$ cat src/rtl/genius_control_fsm_if.sv
// rtl/genius_control_fsm_if.sv - Datapath status/control bundle between controller and datapath
interface genius_control_fsm_if;
    logic end_FPGA_i;
    logic end_User_i;
    logic end_time_i;
    logic win_i;
    logic match_i;
    logic R1_o;
    logic R2_o;
    logic E1_o;
    logic E2_o;
    logic E3_o;
    logic E4_o;
    logic SEL_o;

    modport master (
        input  end_FPGA_i, end_User_i, end_time_i, win_i, match_i,
        output R1_o, R2_o, E1_o, E2_o, E3_o, E4_o, SEL_o
    );

    modport slave (
        output end_FPGA_i, end_User_i, end_time_i, win_i, match_i,
        input  R1_o, R2_o, E1_o, E2_o, E3_o, E4_o, SEL_o
    );
endinterface

$ cat src/rtl/genius_control_fsm.sv
// rtl/genius_control_fsm.sv - Genius game controller with ENTER synchroniser and press pulse
module genius_control_fsm #(
    parameter int SYNC_STAGES = 2
) (
    input  logic                 clock,
    input  logic                 reset_i,
    input  logic                 enter_n_i,
    genius_control_fsm_if.master dp,
    output logic [2:0]           state_o
);

    typedef enum logic [2:0] {
        INIT       = 3'd0,
        SETUP      = 3'd1,
        PLAY_FPGA  = 3'd2,
        PLAY_USER  = 3'd3,
        CHECK      = 3'd4,
        NEXT_ROUND = 3'd5,
        RESULT     = 3'd6,
        ILLEGAL    = 3'd7
    } state_t;

    state_t                 state_q, state_d;
    logic [SYNC_STAGES-1:0] sync_q, sync_d;
    logic                   dly_q, dly_d;
    logic                   enter_p;
    logic r1_q, r2_q, e1_q, e2_q, e3_q, e4_q, sel_q;
    logic r1_d, r2_d, e1_d, e2_d, e3_d, e4_d, sel_d;

    // Press is the 1->0 edge of the synchronised key, so holding it yields one pulse.
    assign enter_p = dly_q & ~sync_q[SYNC_STAGES-1];

    always_comb begin
        sync_d  = {sync_q[SYNC_STAGES-2:0], enter_n_i};
        dly_d   = sync_q[SYNC_STAGES-1];
        state_d = state_q;
        case (state_q)
            INIT:       state_d = SETUP;
            SETUP:      if (enter_p) state_d = PLAY_FPGA;
            PLAY_FPGA:  if (dp.end_FPGA_i) state_d = PLAY_USER;
            PLAY_USER: begin
                if (dp.end_User_i)      state_d = CHECK;
                else if (dp.end_time_i) state_d = RESULT;
            end
            CHECK: begin
                if (!dp.match_i || dp.win_i) state_d = RESULT;
                else                         state_d = NEXT_ROUND;
            end
            NEXT_ROUND: state_d = PLAY_FPGA;
            RESULT:     if (enter_p) state_d = INIT;
            default:    state_d = INIT;
        endcase
    end

    // Outputs are decoded from the next state and registered, so they stay aligned with state_q.
    always_comb begin
        r1_d  = 1'b0;
        r2_d  = 1'b0;
        e1_d  = 1'b0;
        e2_d  = 1'b0;
        e3_d  = 1'b0;
        e4_d  = 1'b0;
        sel_d = 1'b0;
        case (state_d)
            INIT: begin
                r1_d = 1'b1;
                r2_d = 1'b1;
            end
            SETUP:      e1_d = 1'b1;
            PLAY_FPGA:  e3_d = 1'b1;
            PLAY_USER:  e2_d = 1'b1;
            NEXT_ROUND: begin
                e4_d = 1'b1;
                r2_d = 1'b1;
            end
            RESULT:     sel_d = 1'b1;
            default:    ;
        endcase
    end

    always_ff @(posedge clock) begin
        if (reset_i) begin
            state_q <= INIT;
            sync_q  <= '1;
            dly_q   <= 1'b1;
            r1_q    <= 1'b1;
            r2_q    <= 1'b1;
            e1_q    <= 1'b0;
            e2_q    <= 1'b0;
            e3_q    <= 1'b0;
            e4_q    <= 1'b0;
            sel_q   <= 1'b0;
        end else begin
            state_q <= state_d;
            sync_q  <= sync_d;
            dly_q   <= dly_d;
            r1_q    <= r1_d;
            r2_q    <= r2_d;
            e1_q    <= e1_d;
            e2_q    <= e2_d;
            e3_q    <= e3_d;
            e4_q    <= e4_d;
            sel_q   <= sel_d;
        end
    end

    assign state_o  = state_q;
    assign dp.R1_o  = r1_q;
    assign dp.R2_o  = r2_q;
    assign dp.E1_o  = e1_q;
    assign dp.E2_o  = e2_q;
    assign dp.E3_o  = e3_q;
    assign dp.E4_o  = e4_q;
    assign dp.SEL_o = sel_q;

endmodule

$ cat src/flat_wrapper.sv
// flat-port wrapper written by rule: the top's interface ports become plain ports
module genius_control_fsm_flat 
#(
    parameter int SYNC_STAGES = 2
)
  (clock, reset_i, enter_n_i, state_o, dp_end_FPGA_i, dp_end_User_i, dp_end_time_i, dp_win_i, dp_match_i, dp_R1_o, dp_R2_o, dp_E1_o, dp_E2_o, dp_E3_o, dp_E4_o, dp_SEL_o);
  genius_control_fsm_if dp_i ();
  input  logic clock;
  input  logic reset_i;
  input  logic enter_n_i;
  output logic [2:0] state_o;
  input wire logic [$bits(dp_i.end_FPGA_i)-1:0] dp_end_FPGA_i;
  input wire logic [$bits(dp_i.end_User_i)-1:0] dp_end_User_i;
  input wire logic [$bits(dp_i.end_time_i)-1:0] dp_end_time_i;
  input wire logic [$bits(dp_i.win_i)-1:0] dp_win_i;
  input wire logic [$bits(dp_i.match_i)-1:0] dp_match_i;
  output wire logic [$bits(dp_i.R1_o)-1:0] dp_R1_o;
  output wire logic [$bits(dp_i.R2_o)-1:0] dp_R2_o;
  output wire logic [$bits(dp_i.E1_o)-1:0] dp_E1_o;
  output wire logic [$bits(dp_i.E2_o)-1:0] dp_E2_o;
  output wire logic [$bits(dp_i.E3_o)-1:0] dp_E3_o;
  output wire logic [$bits(dp_i.E4_o)-1:0] dp_E4_o;
  output wire logic [$bits(dp_i.SEL_o)-1:0] dp_SEL_o;
  assign dp_i.end_FPGA_i = dp_end_FPGA_i;
  assign dp_i.end_User_i = dp_end_User_i;
  assign dp_i.end_time_i = dp_end_time_i;
  assign dp_i.win_i = dp_win_i;
  assign dp_i.match_i = dp_match_i;
  assign dp_R1_o = dp_i.R1_o;
  assign dp_R2_o = dp_i.R2_o;
  assign dp_E1_o = dp_i.E1_o;
  assign dp_E2_o = dp_i.E2_o;
  assign dp_E3_o = dp_i.E3_o;
  assign dp_E4_o = dp_i.E4_o;
  assign dp_SEL_o = dp_i.SEL_o;
  genius_control_fsm #(.SYNC_STAGES(SYNC_STAGES)) u_core (.clock(clock), .reset_i(reset_i), .enter_n_i(enter_n_i), .dp(dp_i), .state_o(state_o));
endmodule
$ cat config.mk
export PLATFORM = sky130hd
export DESIGN_NAME = genius_control_fsm_flat
export DESIGN_NICKNAME = d
export VERILOG_FILES = /design/src/rtl/genius_control_fsm_if.sv /design/src/rtl/genius_control_fsm.sv /design/src/flat_wrapper.sv
export SDC_FILE = /design/constraint.sdc
export NUM_CORES = 1
export LEC_CHECK = 0
export ABC_CLOCK_PERIOD_IN_PS = 1900
export BUFFER_PORTS_ARGS = -buffer_cell sky130_fd_sc_hd__buf_4
export CAP_MARGIN = 30
export CORE_AREA = 4 4 41 43
export DETAILED_ROUTE_END_ITERATION = 16
export DIE_AREA = 0 0 45 47
export PLACE_DENSITY = 0.75
export RECOVER_POWER = 25
export SLEW_MARGIN = 20
export SYNTH_ARGS = -nofsm -noshare
export SYNTH_HDL_FRONTEND = slang
export SYNTH_SLANG_ARGS = --single-unit
$ cat constraint.sdc
create_clock -name clock -period 1.9 [get_ports clock]
set_clock_uncertainty 0.1 [all_clocks]
set_input_delay 0 -clock clock [delete_from_list [all_inputs] [get_ports clock]]
set_output_delay 0 -clock clock [all_outputs]
set_load 0.05 [all_outputs]
# [Word-level counts from Yosys, hierarchy flattened]
# Index checks and enable logic that the tools add are counted.
[word_totals] ram_bits=0 wordCells=42 reg_bits=13 output_inout_bits=10 romBits=0 latchBits=0 mem_count=0 inputBits=8
[classes] order_cmp=0 mul=0 n_eq_ne=11 n_div=0 mux=14 n_reduce_logical=5 bitwise=2 shift=0 n_addsub=0
[ops] cell="case mux 3 bit (7 select lines)" n=1
[ops] cell="== test 3 bit, second input constant" n=5
[ops] cell="2-to-1 mux 3 bit" n=5
[ops] cell="== test 3 x 2 -> 1 bit, second input constant" n=4
[ops] cell="2-to-1 mux 1 bit" n=7
[ops] cell="== test 3 x 1 -> 1 bit, second input constant" n=2
[ops] cell="zero test 3 bit" n=2
[ops] cell="2-to-1 mux 2 bit" n=1
[ops] cell="OR reduction 2 bit" n=1
[ops] cell="bitwise AND 1 bit" n=1
[ops] cell="zero test 1 bit" n=1
[ops] cell="logical OR 1 bit" n=1
[ops] cell="inverter 1 bit" n=1

# [Depth between registers and ports, before layout]
# Gate-level depths: netlist (run 1).
[logic_depth] ltp_word=7 ltp_mapped=5 mapped_depth_nobuf=4

# [Worst setup path before layout (run 1)]
# Ideal clock, no wire load.
[synth_timing] path_type="register to register" start="register u_core.state_q[0] (netlist: u_core.state_o[0])" end="register u_core.r1_q (netlist: u_core.dp.R1_o)" stages_incl_launch_ff=5 arrival_time_ps=1611 path_buffers=1 required_time_ps=1684 setup_ps=116 period_less_slack_ps=1827 slack_ps=73 path_cell_list="dfxtp_1 buf_2 a21oi_1 o32a_1 a41o_1"
[synth_between] elab_chain_cells=5 word_cells_on_any_way=15 cone_classes="eq/ne: 6; mux: 7; reduce/logical: 2"
[synth_lines] element="start, declared" line="genius_control_fsm.sv:23" source="state_t state_q, state_d;"
[synth_lines] element="start signal, assigned" line="genius_control_fsm.sv:94" source="state_q <= state_d;"
[synth_lines] element="2-to-1 mux 3 bit" line="genius_control_fsm.sv:43" source="else if (dp.end_time_i) state_d = RESULT;"
[synth_lines] element="2-to-1 mux 3 bit" line="genius_control_fsm.sv:42" source="if (dp.end_User_i) state_d = CHECK;"
[synth_lines] element="case mux 3 bit (7 select lines) *" line="genius_control_fsm.sv:37" source="case (state_q)"
[synth_lines] element="zero test 3 bit *" line="genius_control_fsm.sv:64" source="case (state_d)"
[synth_lines] element="2-to-1 mux 1 bit *" line="genius_control_fsm.sv:64"
[synth_lines] element="end signal, assigned" line="genius_control_fsm.sv:97" source="r1_q <= r1_d;"
[synth_lines] element="end, declared" line="genius_control_fsm.sv:27" source="logic r1_q, r2_q, e1_q, e2_q, e3_q, e4_q, sel_q;"
# Every way passes the cells marked *; elsewhere a longest branch is shown, timed or not.
# A chain may end at the register's enable or synchronous reset.

# [Worst setup path after layout (run 1)]
# Same ends and word-level chain as after synthesis.

==> results.sh, run 1 <==
export IMPL_status="complete, no violations"
export IMPL_finalHoldViolCount=0
export IMPL_critPathKind="flip-flop to flip-flop"
export IMPL_cp_max_fo=11
export IMPL_start_util_pct=40.7
export IMPL_clock_path_buffers=2
export IMPL_fin_area_um2=697
export IMPL_grt_pass1_vias=379
export IMPL_p_leak_nw=0.292
export IMPL_gp_congestion=0.770
export IMPL_min_path_cells=4
export IMPL_reg2reg_to="u_core.dp.R1_o$_SDFF_PP1_"
export IMPL_overflow=0
export IMPL_syn_avg_cell_area_um2=9.99
export IMPL_cts_resized_gates=0
export IMPL_tightest_slew_ns=0.598
export IMPL_endpoint_kind="flip-flop"
export IMPL_min_period_ns=1.52
export IMPL_post_dp_hpwl_um=698
export IMPL_pwr_share_clk_pct=27.5
export IMPL_dp_cells=82
export IMPL_drc_errors=0
export IMPL_syn_area_um2=529
export IMPL_n_fill_cell=137
export IMPL_post_place_ws_ns=0.398
export IMPL_place_area_um2=656
export IMPL_setup_viol=0
export IMPL_final_net_count=83
export IMPL_fmax_mhz=659
export IMPL_tritoncts="done"
export IMPL_layout_setup_ws_ns=0.383
export IMPL_antenna_found_initial=0
export IMPL_die_x_um=45
export IMPL_max_slew_margin_pct=60.3
export IMPL_power_total_mw=0.580
export IMPL_syn_nets=61
export IMPL_rsz0062_at_grt="false"
export IMPL_portBuffers=17
export IMPL_grt_max_degree=12
export IMPL_ys_ff_latch=13
export IMPL_r2r_start="u_core.state_o[0]$_SDFF_PP0_"
export IMPL_rows=13
export IMPL_syn_inst=53
export IMPL_p_seq_share_pct=51.5
export IMPL_finalWirelength_um=971
export IMPL_root_buffer="clkbuf_4"
export IMPL_tns_ns=0
export IMPL_r2r_slack_ns=0.38
export IMPL_synth_seq_area_share_pct=49.2
export IMPL_powerDensity_nw_per_um2=832
export IMPL_cts_sinks=13
export IMPL_sw_frac_of_total_pct=28.1
export IMPL_drive_above_1_share_pct=27.0
export IMPL_p_int_mw=0.417
export IMPL_drv_slew=0
export IMPL_htree_levels=1
export IMPL_core_region_area_um2=1300
export IMPL_vdd_drop_max_uv=583
export IMPL_boundaryPins=18
export IMPL_combPwrFrac_pct=21.0
export IMPL_startpoint_type="flip-flop"
export IMPL_crit_required_ns=1.96
export IMPL_detail_route_antenna_nets=0
export IMPL_clkTransAtPathRegs_ns=0.07
export IMPL_antenna_cells=0
export IMPL_fp_dieArea_um2=2120
export IMPL_final_cells=89
export IMPL_cts_buffers=3
export IMPL_rr_worst_depth=3
export IMPL_min_to="u_core.dp.E3_o$_SDFF_PP0_"
export IMPL_fin_crit_sh_pct=79.8
export IMPL_grt_pass1_wl_um=1680
export IMPL_vias=446
export IMPL_cap_viol_max_count=0
export IMPL_drtPass1Iterations=4
export IMPL_vias_per_cell=5.01
export IMPL_wl_per_cell_um=10.9
export IMPL_cts_setup_buffers=0
export IMPL_hp_start="dp_end_User_i"
export IMPL_arrival_ns=1.58
export IMPL_clk_latency_ns=0.27
export IMPL_grt_usage_pct=11.3
export IMPL_hp_class="input pin to flip-flop"
export IMPL_yosys_cell_types_count=29
export IMPL_yosysWarnings=0
export IMPL_p_switching_mw=0.163
export IMPL_area_delta_synth_final_pct=31.7
export IMPL_cts_hold_buf=3
export IMPL_drt_iter0_drc=8
export IMPL_die_h_um=47
worst max-delay path, cell delays in order, from the launching register on:
cell     delay (ns)
dfxtp_1        0.50
a21oi_1        0.11
o32a_1         0.43
a41o_1         0.27
state kept, by name, indices dropped and copies added (netlist names):
signal           count
u_core.dp.E2_o       1
u_core.dp.E4_o       1
u_core.dp.R1_o       1
u_core.state_o       3
u_core.dp.E3_o       1
u_core.dp.SEL_o      1
u_core.dp.E1_o       1
u_core.dly_q         1
u_core.sync_q        2
u_core.dp.R2_o       1
per-layer routing:
| layer | wire length [um] | vias up | track usage [%] |
|---|---|---|---|
| met5 | 0 | - | 0 |
| met4 | 15 | 0 | 7.02 |
| met3 | 87 | 2 | 3.45 |
| met2 | 400 | 17 | 16.1 |
| met1 | 467 | 198 | 14.8 |
| li1 | - | 229 | - |
through the flow:
step | util, % | hold WS [ns]
detailed placement | 50.4 | 0.0875
finish | 53.6 | 0.0668
global placement | 50.4 | 0.0771
global route | 53.6 | 0.0855
CTS | 54.7 | 0.0502
floorplan | - | -0.00286
cells in the final DEF (no fill, tap or decap):
cell | netlist | routed
a211o_1 | 1 | 1
a21o_1 | 1 | 1
a21oi_1 | 1 | 1
a31o_1 | 2 | 2
a41o_1 | 1 | 1
and2_4 | 1 | 1
buf_4 | 0 | 13
clkbuf_1 | 1 | 5
clkbuf_4 | 0 | 3
dfxtp_1 | 13 | 13
dlygate4sd3_1 | 0 | 3
inv_1 | 2 | 2
nand2_1 | 3 | 3
nand2b_1 | 2 | 2
nand3b_1 | 1 | 1
nand4_1 | 1 | 1
nor2_1 | 5 | 5
nor2b_1 | 1 | 1
nor2b_2 | 1 | 1
nor3_1 | 1 | 1
nor3b_2 | 1 | 1
nor4_1 | 1 | 1
nor4b_2 | 1 | 1
o211ai_1 | 1 | 1
o21a_1 | 1 | 1
o21ai_0 | 1 | 1
o32a_1 | 2 | 2
or2_0 | 1 | 1
or2_1 | 3 | 3
or3b_1 | 1 | 1
cells in the mapped netlist, drive strengths merged:
cell type	number	share of area (%)
nand3b	1	1.4
nor4	1	1.2
nor2	5	3.5
nand4	1	1.2
o21ai	1	0.94
nor2b	2	2.8
nor3	1	0.94
o21a	1	1.4
a211o	1	1.7
o32a	2	3.8
clkbuf	1	0.71
nand2b	2	2.4
or2	4	4.7
a21oi	1	0.94
o211ai	1	1.4
dfxtp	13	49
or3b	1	1.7
nand2	3	2.1
nor4b	1	2.8
and2	1	1.7
buf	2	3.1
a31o	2	3.3
nor3b	1	2.4
a21o	1	1.4
inv	2	1.4
a41o	1	1.9
logic make-up (layout without fill, tap and decap cells):
logic type      after synthesis  count (layout)  synth area share [%]
flops                        13              13                  49.2
buf+inv                       5              26                  5.20
simple gates                 24              24                  28.8
compound gates               11              11                  16.8
worst max path at each step:
stage                                      to  cells after the start                         start
finish              u_core.dp.R1_o$_SDFF_PP1_                      3  u_core.state_o[0]$_SDFF_PP0_
global route        u_core.dp.R1_o$_SDFF_PP1_                      3  u_core.state_o[0]$_SDFF_PP0_
CTS                 u_core.dp.R1_o$_SDFF_PP1_                      3  u_core.state_o[0]$_SDFF_PP0_
detailed placement  u_core.dp.R1_o$_SDFF_PP1_                      3  u_core.state_o[0]$_SDFF_PP0_
global placement    u_core.dp.R1_o$_SDFF_PP1_                      3  u_core.state_o[0]$_SDFF_PP0_
floorplan           u_core.dp.R1_o$_SDFF_PP1_                      4  u_core.state_o[0]$_SDFF_PP0_
area by class of cell:
type,count,area [um2],area share [%]
Sequential cell,13,260,37.3
Tap cell,15,18.8,2.69
Clock buffer,4,26.3,3.77
Inverter,2,7.51,1.08
Multi-Input combinational cell,35,241,34.6
Timing Repair Buffer,20,143,20.5
power by group through the flow:
stage               Combinational, mW  Sequential, mW  Clock, mW
CTS                             0.126           0.299      0.166
floorplan                      0.0486           0.342          0
detailed placement              0.120           0.305          0
global placement                0.119           0.304          0
global route                    0.130           0.301      0.186
finish                          0.122           0.299      0.160
Power figures use the tool's default switching activity.
==> run 2, diff against run 1 <==
Settings changed: ABC_CLOCK_PERIOD_IN_PS 1900 to 1400.
Clock period 1.9 ns to 1.4 ns, I/O delays scaled along.
==> run 2 against run 1 <==
Critical path type unchanged. First-iteration DRC count is 50% lower. Global-route usage is 2.2 points higher. Sequential share of layout area is 2.0 points lower. Final area is 11% higher. Combinational power is 57% higher. Highest routed layer unchanged. Register-to-register slack worse by 0.34 ns. Sequential cell count stayed put. Core utilization is 6.1 points higher. Routed wire length is 25% higher. Clock power is 34% higher. Largest power group unchanged.
==> results.sh, run 2 (synthesis results as in run 1) <==
export IMPL_drive_above_1_share_pct=39.2
export IMPL_rsz0062_at_grt="true"
export IMPL_tns_ns=0
export IMPL_core_region_area_um2=1300
export IMPL_overflow=0
export IMPL_start_util_pct=40.7
export IMPL_fmax_mhz=735
export IMPL_clkTransAtPathRegs_ns=0.07
export IMPL_largest_reg_flops=3
export IMPL_clock_path_buffers=2
export IMPL_die_h_um=47
export IMPL_boundaryPins=18
export IMPL_arrival_ns=1.42
export IMPL_area_delta_synth_final_pct=46.6
export IMPL_cp_common_cell="a31o_1"
export IMPL_crit_required_ns=1.46
export IMPL_endpoint_kind="flip-flop"
export IMPL_cp_cell_sequence="or2_0 > o32a_1 > a31o_1 > a31o_1"
export IMPL_cts_sinks=13
export IMPL_cp_max_fo=7
export IMPL_hp_class="input pin to flip-flop"
export IMPL_min_period_ns=1.36
export IMPL_fin_crit_sh_pct=97.2
export IMPL_status="complete, no violations"
export IMPL_grt_usage_pct=13.4
export IMPL_cpPeakStageDelay_ns=0.37
export IMPL_p_leak_nw=0.335
export IMPL_tritoncts="done"
export IMPL_antenna_cells=0
export IMPL_drt_iter0_drc=4
export IMPL_htree_levels=1
export IMPL_setup_viol=0
export IMPL_antenna_found_initial=0
export IMPL_final_cell_mix="buf_4 (16), dfxtp_1 (8), nor2_1 (5), clkbuf_1 (5), dlygate4sd3_1 (4)"
export IMPL_crit_slowest_cell="dfxtp_4"
export IMPL_cts_buffers=3
export IMPL_drv_slew=0
export IMPL_vias_per_cell=5.07
export IMPL_critPathKind="flip-flop to flip-flop"
export IMPL_final_net_count=88
export IMPL_gp_congestion=0.812
export IMPL_n_fill_cell=119
export IMPL_grt_pass1_wl_um=1970
export IMPL_startpoint_type="flip-flop"
export IMPL_detail_route_antenna_nets=0
export IMPL_rows=13
export IMPL_final_core_util_pct=59.6
export IMPL_vias=477
export IMPL_vdd_drop_max_uv=664
export IMPL_grt_max_degree=12
export IMPL_max_slew_margin_pct=60.5
export IMPL_cap_viol_max_count=0
export IMPL_grt_pass1_vias=462
export IMPL_drc_errors=0
export IMPL_root_buffer="clkbuf_4"
export IMPL_fp_dieArea_um2=2120
export IMPL_portBuffers=17
export IMPL_layout_setup_ws_ns=0.0395
export IMPL_final_common_cell="buf_4"
export IMPL_powerDensity_nw_per_um2=1040
export IMPL_post_place_ws_ns=-0.0221
export IMPL_wl_per_cell_um=12.9
export IMPL_finalWirelength_um=1220
export IMPL_drtPass1Iterations=4
export IMPL_die_x_um=45
export IMPL_finalHoldViolCount=0
export IMPL_post_dp_hpwl_um=730
export IMPL_tightest_slew_ns=0.596
export IMPL_clk_latency_ns=0.26
==> run 2: changes by cell type in the layout (fill, tap and decap cells not counted), sizes merged <==
cell,change
buf,+4
dlygate4sd3,+1
==> run 2: layout make-up <==
type                    count  area, um2  share of cell area, %
flip-flops and latches     13        274                   35.3
multi-input cells          35        263                   33.9
repair buffers             25        186                   24.0
clock buffers               4       26.3                   3.39
well taps                  15       18.8                   2.42
inverters                   2       7.51                  0.968
==> run 2: through the flow <==
step / total power [mW] / cells / hold WS, ns / cell area, um2
6_report: 0.809 / 94 / 0.0529 / 776
2_1_floorplan: 0.532 / 53 / -0.00286 / 547
4_1_cts: 0.805 / 91 / 0.0201 / 748
3_3_place_gp: 0.574 / 82 / 0.0777 / 667
5_1_grt: 0.852 / 94 / 0.0782 / 776
3_5_place_dp: 0.575 / 82 / 0.0822 / 667
==> run 2: final timing paths <==
path / startpoint / to / slack, ns / depth (start not counted)
setup / recovery: u_core.state_o[0]$_SDFF_PP0_ / u_core.dp.R2_o$_SDFF_PP1_ / 0.04 / 4
hold reg to reg: u_core.sync_q[0]$_SDFF_PP1_ / u_core.sync_q[1]$_SDFF_PP1_ / 0.31 / 1
hold / removal: dp_end_User_i / u_core.dp.E3_o$_SDFF_PP0_ / 0.05 / 4
setup reg to reg: u_core.state_o[0]$_SDFF_PP0_ / u_core.dp.R2_o$_SDFF_PP1_ / 0.04 / 4
==> run 2: what timing repair did <==
| item | 4_1_cts | 5_1_grt |
|---|---|---|
| pin swaps | 4 | 6 |
| hold endpoints to repair | 11 | 0 |
| endpoints found under the setup margin | 2 | 6 |
| gates cloned | 0 | 0 |
| hold buffers | 4 | 0 |
| buffers inserted | 1 | 3 |
| resized for setup | 3 | 6 |
==> run 2: power by group <==
part | internal (mW) | total [mW] | switching, mW
clock | 0.110 | 0.215 | 0.105
combinational | 0.0826 | 0.191 | 0.109
sequential | 0.388 | 0.403 | 0.0148
==> run 2: metal layers <==
metal  part of all wire (%)  global-route usage, %  vias to the layer above
met1                     43                   14.4                      214
met2                     48                   22.9                       16
met3                    8.5                   5.36                        4
met5                      0                      0                        -
met4                    1.2                   7.02                        0
li1                       -                      -                      243
==> run 2: critical path, delay by kind of cell, from the launching register on <==
family / cells / cell delay [ns]
AO/OA/AOI/OAI: 3 / 0.57
AND/OR/NAND/NOR: 1 / 0.22
flip-flops: 1 / 0.37
==> run 3, diff against run 2 <==
Settings changed: REMOVE_ABC_BUFFERS from default to 1.
==> run 3 against run 2 <==
Power grew 1.5%. Maximum frequency shrank 4.5%. First-iteration DRC count shrank 25%. Sequential power is essentially flat. Routed wire length grew 0.90%. Critical path type unchanged. Critical path depth is the same. Clock power grew 3%. The flow now finishes with violations (setup timing). Sequential cell count is the same. Count of clock-buffer cells in the layout shrank 1.
==> results.sh, run 3 (synthesis results as in run 1) <==
export IMPL_setup_viol=2
export IMPL_tightest_slew_ns=0.596
export IMPL_fin_crit_sh_pct=102
export IMPL_largest_reg_flops=3
export IMPL_hold_ws_ns=0.0423
export IMPL_root_buffer="clkbuf_4"
export IMPL_grt_max_degree=11
export IMPL_arrival_ns=1.49
export IMPL_pwr_share_clk_pct=27.0
export IMPL_grt_pass1_vias=418
export IMPL_antenna_cells=0
export IMPL_crit_required_ns=1.46
export IMPL_startpoint_type="flip-flop"
export IMPL_final_common_cell="buf_4"
export IMPL_hp_class="input pin to flip-flop"
export IMPL_final_cell_mix="buf_4 (19), dfxtp_1 (8), dlygate4sd3_1 (4), clkbuf_1 (4)"
export IMPL_die_x_um=45
export IMPL_cpPeakStageDelay_ns=0.41
export IMPL_endpoint_kind="flip-flop"
export IMPL_status="finished, violations left"
export IMPL_p_seq_share_pct=48.9
export IMPL_drive_above_1_share_pct=45.1
export IMPL_clk_latency_ns=0.27
export IMPL_critPathKind="flip-flop to flip-flop"
export IMPL_register_area_um2=274
export IMPL_fp_dieArea_um2=2120
export IMPL_n_fill_cell=126
export IMPL_post_place_ws_ns=-0.0463
export IMPL_antenna_found_initial=0
export IMPL_tritoncts="done"
export IMPL_dp_cells=86
export IMPL_max_slew_margin_pct=60.4
export IMPL_fin_area_um2=800
export IMPL_wl_per_cell_um=12.7
export IMPL_cp_cell_sequence="nor2b_4 > a21oi_2 > o32a_1 > a41o_1"
export IMPL_grt_usage_pct=12.0
export IMPL_final_cells=97
export IMPL_combPwrFrac_pct=24.1
export IMPL_place_area_um2=686
export IMPL_cap_viol_max_count=0
export IMPL_overflow=0
export IMPL_cts_sinks=13
export IMPL_p_switching_mw=0.242
export IMPL_boundaryPins=18
export IMPL_vias_per_cell=4.93
export IMPL_rsz0062_at_grt="true"
export IMPL_rows=13
export IMPL_area_delta_synth_final_pct=51.1
export IMPL_p_leak_nw=0.352
export IMPL_core_region_area_um2=1300
export IMPL_crit_family="compound AO/OA/AOI/OAI gates"
export IMPL_drt_iter0_drc=3
export IMPL_clock_path_buffers=2
export IMPL_htree_levels=1
export IMPL_drv_slew=0
export IMPL_cts_buffers=3
export IMPL_cp_max_fo=6
export IMPL_drtPass1Iterations=4
export IMPL_finalWirelength_um=1230
export IMPL_post_dp_hpwl_um=809
export IMPL_grt_pass1_wl_um=1780
export IMPL_vdd_drop_max_uv=576
export IMPL_crit_slowest_cell="o32a_1"
export IMPL_min_period_ns=1.43
export IMPL_powerDensity_nw_per_um2=1030
export IMPL_vias=478
export IMPL_portBuffers=17
export IMPL_finalHoldViolCount=0
export IMPL_gp_congestion=0.765
export IMPL_clkTransAtPathRegs_ns=0.08
export IMPL_p_int_mw=0.580
export IMPL_final_net_count=91
export IMPL_fmax_mhz=702
export IMPL_detail_route_antenna_nets=0
export IMPL_sw_frac_of_total_pct=29.4
export IMPL_die_h_um=47
export IMPL_critPathBufInv=0
export IMPL_start_util_pct=40.7
export IMPL_layout_setup_ws_ns=-0.0253
export IMPL_violations="setup timing"
export IMPL_multi_input_area_um2=263
export IMPL_drc_errors=0
-- run 3: path summary, 6_finish.rpt --
kind,from,end,slack (ns),cells past startpoint
max reg2reg,u_core.dly_q$_SDFF_PP1_,u_core.dp.R1_o$_SDFF_PP1_,-0.03,4
max,u_core.dly_q$_SDFF_PP1_,u_core.dp.R1_o$_SDFF_PP1_,-0.03,4
min reg2reg,u_core.sync_q[0]$_SDFF_PP1_,u_core.sync_q[1]$_SDFF_PP1_,0.31,1
min,dp_end_User_i,u_core.dp.E3_o$_SDFF_PP0_,0.04,4
-- run 3: worst min-delay path, delay by kind of cell --
family | cells | cell delay (ns)
and+or+nand+nor | 2 | 0.18
AOI/OAI and AO/OA | 1 | 0.10
buffers and inverters | 1 | 0.09
-- run 3: what timing repair did --
item / CTS / global route
pin swaps: 2 / 8
setup buffers: 0 / 3
hold buffers: 4 / 0
endpoints found under the setup margin: 6 / 7
gates cloned: 0 / 0
hold endpoints to repair: 11 / 0
resized for setup: 4 / 12
-- run 3: stage by stage --
stage	power, mW	util (%)	TNS [ns]
after floorplan	0.522	-	-2.24
after global placement	0.588	52.7	-0.0434
after detailed placement	0.591	52.7	-0.124
after CTS	0.820	58.6	0
after global routing	0.864	61.4	-0.257
final	0.821	61.4	-0.0387
-- run 3: layout make-up --
cell class	count	area share [%]
Inverter	2	0.939
Timing Repair Buffer	28	26.1
Clock inverter	1	0.626
Sequential cell	13	34.3
Multi-Input combinational cell	35	32.9
Clock buffer	3	2.82
Tap cell	15	2.35
-- run 3: metal layers --
| metal | vias to the layer above | GRT usage (%) | routed length [um] |
|---|---|---|---|
| li1 | 245 | - | - |
| met1 | 210 | 15.4 | 520 |
| met2 | 19 | 18.6 | 603 |
| met3 | 4 | 2.30 | 89 |
| met4 | 0 | 7.02 | 14 |
| met5 | - | 0 | 0 |
-- run 3: power by group through the flow --
stage | clock (mW) | sequential, mW | combinational (mW)
after floorplan | 0 | 0.470 | 0.0518
after global placement | 0 | 0.412 | 0.176
after detailed placement | 0 | 0.413 | 0.178
after CTS | 0.226 | 0.407 | 0.188
after global routing | 0.249 | 0.405 | 0.209
final | 0.222 | 0.402 | 0.198
